$ cat config.mk
export PLATFORM = sky130hd
export DESIGN_NAME = serial_adder
export DESIGN_NICKNAME = d
export VERILOG_FILES = /design/src/rtl/serial_adder.sv
export SDC_FILE = /design/constraint.sdc
export NUM_CORES = 1
export LEC_CHECK = 0
export BUFFER_PORTS_ARGS = -buffer_cell sky130_fd_sc_hd__buf_2
export CORE_MARGIN = 2
export CORE_UTILIZATION = 25
export CTS_CLUSTER_DIAMETER = 50
export DETAILED_ROUTE_END_ITERATION = 7
export PLACE_DENSITY = 0.4
export SLEW_MARGIN = 20
export SYNTH_ARGS = -nofsm -noshare
export SYNTH_HDL_FRONTEND = slang
export SYNTH_HIERARCHICAL = 1
export SYNTH_SLANG_ARGS = --single-unit
export TNS_END_PERCENT = 20
$ cat constraint.sdc
create_clock -name clk -period 4.3 [get_ports clk]
set_input_delay 0.215 -clock clk [delete_from_list [all_inputs] [get_ports clk]]
set_output_delay 0.215 -clock clk [all_outputs]
set_load 0.01 [all_outputs]
$ cat src/rtl/serial_adder.sv
// Bit-serial adder: operands are shifted LSB first through a single full-adder
// cell, and the result is held under a valid/ready output handshake.
//
// state | meaning
// IDLE  | waiting for operands, in_ready high
// RUN   | one priming cycle, then one sum bit per cycle through u_fa
// DONE  | result held on sum/cout/ovf until out_ready

module fa_module (
    input  logic A,
    input  logic B,
    input  logic Cin,
    output logic S,
    output logic Cout
);
    assign S    = A ^ B ^ Cin;
    assign Cout = (A & B) | (Cin & (A ^ B));
endmodule

module serial_adder #(
    parameter int WIDTH = 8
) (
    input  logic             clk,
    input  logic             rst,
    input  logic [WIDTH-1:0] a,
    input  logic [WIDTH-1:0] b,
    input  logic             cin,
    input  logic             in_valid,
    output logic             in_ready,
    output logic [WIDTH-1:0] sum,
    output logic             cout,
    output logic             ovf,
    output logic             out_valid,
    input  logic             out_ready
);
    localparam int CW = $clog2(WIDTH) + 1;
    localparam logic [CW-1:0] LAST = CW'(WIDTH);

    typedef enum logic [1:0] {
        IDLE = 2'd0,
        RUN  = 2'd1,
        DONE = 2'd2
    } state_t;

    state_t           r_state;
    state_t           w_next;
    logic [WIDTH-1:0] r_a;
    logic [WIDTH-1:0] r_b;
    logic [WIDTH-1:0] r_sum_sh;
    logic [WIDTH-1:0] r_sum;
    logic             r_carry;
    logic             r_cout;
    logic             r_ovf;
    logic [CW-1:0]    r_cnt;
    logic             w_s;
    logic             w_cout;

    fa_module u_fa (
        .A    (r_a[0]),
        .B    (r_b[0]),
        .Cin  (r_carry),
        .S    (w_s),
        .Cout (w_cout)
    );

    always_comb begin
        w_next = r_state;
        unique case (r_state)
            IDLE:    if (in_valid) w_next = RUN;
            RUN:     if (r_cnt == LAST) w_next = DONE;
            DONE:    if (out_ready) w_next = IDLE;
            default: w_next = IDLE;
        endcase
    end

    always_ff @(posedge clk) begin
        if (rst) r_state <= IDLE;
        else     r_state <= w_next;
    end

    // Counter value 0 is a priming cycle; bit k is processed when r_cnt == k+1,
    // so the MSB lands on r_cnt == WIDTH, giving a WIDTH+1 cycle latency.
    always_ff @(posedge clk) begin
        if (rst) begin
            r_a      <= '0;
            r_b      <= '0;
            r_sum_sh <= '0;
            r_sum    <= '0;
            r_carry  <= 1'b0;
            r_cout   <= 1'b0;
            r_ovf    <= 1'b0;
            r_cnt    <= '0;
        end else begin
            unique case (r_state)
                IDLE: begin
                    if (in_valid) begin
                        r_a     <= a;
                        r_b     <= b;
                        r_carry <= cin;
                        r_cnt   <= '0;
                    end
                end
                RUN: begin
                    r_cnt <= r_cnt + 1'b1;
                    if (r_cnt != '0) begin
                        r_a      <= r_a >> 1;
                        r_b      <= r_b >> 1;
                        r_carry  <= w_cout;
                        r_sum_sh <= {w_s, r_sum_sh[WIDTH-1:1]};
                        if (r_cnt == LAST) begin
                            // r_carry here is the carry into the MSB
                            r_sum  <= {w_s, r_sum_sh[WIDTH-1:1]};
                            r_cout <= w_cout;
                            r_ovf  <= r_carry ^ w_cout;
                        end
                    end
                end
                default: ;
            endcase
        end
    end

    assign in_ready  = (r_state == IDLE);
    assign out_valid = (r_state == DONE);
    assign sum       = r_sum;
    assign cout      = r_cout;
    assign ovf       = r_ovf;

endmodule
# Word level (Yosys, flattened, before mapping)
# Index checks and enable logic that the tools add are counted.
word_totals:
  in_bits: 21
  out_inout_bits: 12
  reg_bits: 41
op_classes:
  n_bitwise: 6
  n_eq_ne: 7
  reduce_logical: 8
  mux: 15
  n_addsub: 1
op_table:
  columns: ["op", "n"]
  rows:
  - ["two-way mux 8 bit", 4]
  - ["case mux 8 bit (2 select lines)", 2]
  - ["AND reduction 3 bit", 3]
  - ["case mux 4 bit (2 select lines)", 1]
  - ["two-way mux 2 bit", 3]
  - ["inequality test 2 bit, second input constant", 3]
  - ["case mux 2 bit (3 select lines)", 1]
  - ["adder 4 x 1 -> 4 bit, second input constant", 1]
  - ["equality test 4 bit, second input constant", 1]
  - ["two-way mux 4 bit", 1]
  - ["AND reduction 2 bit", 2]
  - ["nonzero test 4 bit", 1]
  - ["bitwise XOR 1 bit", 3]
  - ["AND 1 bit", 2]
  - ["equality test 2 x 1 -> 1 bit, second input constant", 1]
  - ["equality test 2 bit, second input constant", 1]
  - ["logical NOT 2 bit", 1]
  - ["two-way mux 1 bit", 2]
  - ["inequality test 2 x 1 -> 1 bit, second input constant", 1]
  - ["case mux 1 bit (2 select lines)", 1]
  - ["nonzero test 2 bit", 1]
  - ["bitwise OR 1 bit", 1]

# Longest topological paths before layout
logic_depth:
  word_depth: 5
  depth_mapped: 6

# Hierarchy
# The synthesis kept the hierarchy.
by_module_without_submodules:
  columns: ["module", "cells_per_inst", "instances", "area_per_inst_um2"]
  rows:
  - ["serial_adder", 213, 1, 1818.0]
  - ["fa_module", 1, 1, 20.0]

# Least setup slack after synthesis
# OpenSTA, ideal clock, no wires.
synth_timing:
  path_type: "flip-flop to flip-flop"
  from: "reg r_cnt[0]"
  to: "reg r_a[0]"
  synth_period_minus_slack_ps: 1456
  slack_ps: 2844
  setup_ps: 141
  path_stages_with_launch: 7
  arrival_ps: 1315
  path_cell_list: "dfxtp_1 > inv_1 > ha_1 > and4bb_1 > nor2_2 > buf_4 > a311oi_2"
synth_between:
  elab_chain_len: 3
synth_rtl:
  columns: ["item", "line", "text"]
  rows:
  - ["start: declaration", "54", "logic [CW-1:0] r_cnt;"]
  - ["start signal: assignment", "104", "r_cnt <= r_cnt + 1'b1;"]
  - ["nonzero test 4 bit", "105", "if (r_cnt != '0) begin"]
  - ["inequality test 2 bit (no source line)", null, null]
  - ["AND reduction 3 bit (no source line)", null, null]
  - ["end signal: assignment", "106", "r_a <= r_a >> 1;"]
  - ["end: declaration", "47", "logic [WIDTH-1:0] r_a;"]
# No other way between the ends.
# A chain may end at the register's enable or synchronous reset.

# Final worst setup path
layout_timing:
  from: "reg r_cnt[0]"
  to: "reg r_b[4]"
layout_between:
  elab_chain_len: 3
layout_rtl:
  columns: ["item", "line", "text"]
  rows:
  - ["nonzero test 4 bit", "105", null]
  - ["inequality test 2 bit (no source line)", null, null]
  - ["AND reduction 3 bit (no source line)", null, null]
  - ["end signal: assignment", "107", "r_b <= r_b >> 1;"]
  - ["end: declaration", "48", "logic [WIDTH-1:0] r_b;"]
# No other way between the ends.

==> metrics.log <==
INFO  metric finalHoldViolations = 0
INFO  metric globalRouteOverflowTotal = 0
INFO  metric worstReg2RegEnd = r_b[4]$_SDFFE_PP0P_
INFO  metric worst-r2r-cell-count = 5
INFO  metric power_per_cell_area = 368 nW/um2
INFO  metric intPower = 0.551 mW
INFO  metric vdd_drop_max = 0.000110 V
INFO  metric cap_violations = 0
INFO  metric layout.cell_area.non_filler = 2140 um2
INFO  metric tritoncts = built
INFO  metric layout_worst_path_cycle_share = between 40% and 50%
INFO  metric clock_tree.root_cell = clkbuf_8
INFO  metric critical_path.startpoint = r_cnt[0]$_SDFFE_PP0P_
INFO  metric ys_seq_area_share = between 40 and 50%
INFO  metric clk_transition_reported_paths = 0.09 ns
INFO  metric numPortBuffers = 32
INFO  metric core_util_final = 29.8%
INFO  metric synth.lib_cells_used.distinct = 31
INFO  metric postPlaceCellArea = 2040 um2
INFO  metric critical_path_class = reg -> reg
INFO  metric fmax = 0.516 GHz
INFO  metric cp_slowest_cell = nor2_2
INFO  metric synth_seq_cells = 40
INFO  metric grt_pass1_vias = 1602
INFO  metric syn-mean-instance-area = roughly 8.6 um2
INFO  metric timing_max_transition_violations_final = 0
INFO  metric path_max_fanout = 15
INFO  metric tightestPinTransition = 0.872 ns
INFO  metric routabilityCongestion = 0.691
INFO  metric antenna_found_initial = 0
INFO  metric wirelength = 4720 um
INFO  metric core_area = around 7200 um2
INFO  metric synthCells = 214
INFO  metric global_route.usage.total = roughly 12%
INFO  metric comb_power_share = 15.6%
INFO  metric pin_count_of_the_biggest_net_entering_global_routing = 41
INFO  metric die_area = 8050 um2
INFO  metric drt_iter0_drc = 101
INFO  metric critical_path.endpoint_type = flop
INFO  metric clock_latency = 0.30 ns
INFO  metric pwr-share-seq = 51.5%
INFO  metric arrival = 2.07 ns
INFO  metric setup_total_negative_slack = 0 ns
INFO  metric h-tree-depth = 2
INFO  metric net-switching-power = 0.235 mW
INFO  metric antenna-diode-count = 0
INFO  metric hold_path.class = in -> reg
INFO  metric final_common_cell = dfxtp_1
INFO  metric start_util = 25.6%
INFO  metric cts_hold_buffers = 0
INFO  metric tritoncts_num_sinks = 40
INFO  metric cts_repair_resize_count = 0
INFO  metric post_layout_net_count = between 200 and 300
INFO  metric drt-wirelength-per-cell = 14.0 um
INFO  metric critical_path.reg2reg.startpoint = r_cnt[0]$_SDFFE_PP0P_
INFO  metric cp_cell_sequence = inv_1, ha_1, and4bb_1, nor2_2, a311oi_2
INFO  metric post_cts_repair_setup_buffers = 0
INFO  metric setup_viol_count_final = 0
INFO  metric layout_min_cycle_time = roughly 1.9 ns
INFO  metric critPathRequiredTime = 4.44 ns
INFO  metric cts_max_path_buffers = 2
INFO  metric rsz0062_at_grt = no
INFO  metric pwr-share-clk = around a third
INFO  metric area_delta_synth_final = 16.2%
INFO  metric worst_clock_skew = 0.00931 ns
INFO  metric power.share.switching = 29.9%
INFO  metric vias = 1598
INFO  metric crit_path_end = r_b[4]$_SDFFE_PP0P_
INFO  metric cp-start-kind = flop
INFO  metric static-leakage-power = between 0.7 and 0.8 nW
INFO  metric dieHeight = 89.7 um
INFO  metric avgViaCountPerCell = 4.76
INFO  metric num_rows = 31
INFO  metric status = complete, no violations
INFO  metric first_pass_grt_wire_length = roughly 8100 um
INFO  metric io-pin-count = 33
INFO  metric drt_pass1_iterations = 4
INFO  metric regToRegSetupSlack = 2.36 ns
INFO  metric synthesis.area = 1840 um2
INFO  metric post_route_cells_drive_above_1_share = 23.6%
INFO  metric timing.max_slew.rel_slack = a little over two fifths
INFO  metric die_w = 89.7 um
INFO  metric hpwl = 3040 um
INFO  metric final_antenna_net_count = 0
INFO  metric most-common-layout-cells = dfxtp_1, a21oi_1, nand2_1
INFO  metric synthesis.yosys.warnings = 6
INFO  metric postSynthNetCount = 238
INFO  metric drt_drc_violations_left = 0
INFO  metric cts-buffers-inserted = 5
INFO  metric timing.critical_path.slowest_cell_delay = 0.66 ns
## power groups by stage
stage | logic [mW] | clock network (mW) | registers [mW]
after global routing | 0.136 | 0.284 | 0.408
after detailed placement | 0.124 | 0 | 0.414
after global placement | 0.124 | 0 | 0.414
final | 0.122 | 0.259 | 0.405
after CTS | 0.124 | 0.271 | 0.405
after floorplan | 0.0974 | 0 | 0.408
## synth_stat cells (all sizes together)
library cell	instances	share of area, %
nand2b	1	0.34
a311oi	16	11
ha	2	1.4
o21ai	19	5.2
nand3b	1	0.41
nor2	6	1.4
a31oi	1	0.34
a21oi	36	9.8
nand2	34	6.9
nand4bb	1	0.61
xnor2	1	0.48
o21bai	1	0.61
or3b	1	0.48
nor2b	3	1.0
a22oi	2	0.82
and3b	1	0.48
fa	1	1.1
mux2i	1	0.54
buf	13	4.0
or3	1	0.34
nand3	18	4.9
clkbuf	6	1.2
and4bb	1	0.68
inv	3	0.61
dfxtp	40	44
nor3b	3	1.2
o21ba	1	0.54
## registers in the layout, summed over array words and instances (netlist names)
signal,cells
cout,1
ovf,1
r_a,8
r_b,8
r_carry,1
r_cnt,4
r_state,2
r_sum_sh,7
sum,8
## critical path, delay by kind of cell (launching register included)
kind,cells,cell delay (ns)
AND/OR/NAND/NOR,2,0.89
AO/OA/AOI/OAI,1,0.20
buffers and inverters,1,0.07
flip-flops,1,0.35
adder cells (fa/ha/maj),1,0.25
## how the worst min path moves through the flow
stage / start / to / slack, ns / cells after the start
detailed placement: r_sum_sh[1]$_SDFFE_PP0P_ / sum[0]$_SDFFE_PP0P_ / 0.45 / 2
global placement: a[7] / r_a[7]$_SDFFE_PP0P_ / 0.46 / 3
floorplan: a[7] / r_a[7]$_SDFFE_PP0P_ / 0.36 / 2
finish: a[7] / r_a[7]$_SDFFE_PP0P_ / 0.16 / 3
global route: a[7] / r_a[7]$_SDFFE_PP0P_ / 0.16 / 3
CTS: a[7] / r_a[7]$_SDFFE_PP0P_ / 0.15 / 3
## stage by stage
stage / hold slack (ns) / total power, mW / cells / setup WS (ns)
after floorplan: 0.355 / 0.506 / 214 / 2.84
after global placement: 0.464 / 0.538 / 328 / 2.37
after detailed placement: 0.455 / 0.537 / 328 / 2.34
after CTS: 0.153 / 0.800 / 336 / 2.34
after global routing: 0.156 / 0.828 / 336 / 2.21
final: 0.163 / 0.786 / 336 / 2.36
## cells by family after synthesis
logic type	after synthesis	synth area share, %
AOI/OAI and AO/OA	76	28.3
xor gates and xnor gates	1	0.477
adders and majority gates	3	2.45
buffers and inverters	22	5.85
DFF	40	43.6
muxes	1	0.545
and+or+nand+nor	71	18.8
## cell type report
type / count / area (um2)
clock buffer: 5 / 68.8
clock inverter: 3 / 23.8
fill: 798 / 5040
inverter: 3 / 11.3
multi-input combinational: 152 / 932
sequential: 40 / 801
tap: 99 / 124
timing repair buffer: 34 / 175
## routing by layer
metal,global-route usage [%],routed length (um)
met4,3.46,33
met5,0,0
met2,18.4,2090
met3,3.02,181
met1,17.5,2420
No activity file was read; power rests on OpenSTA's default activity.
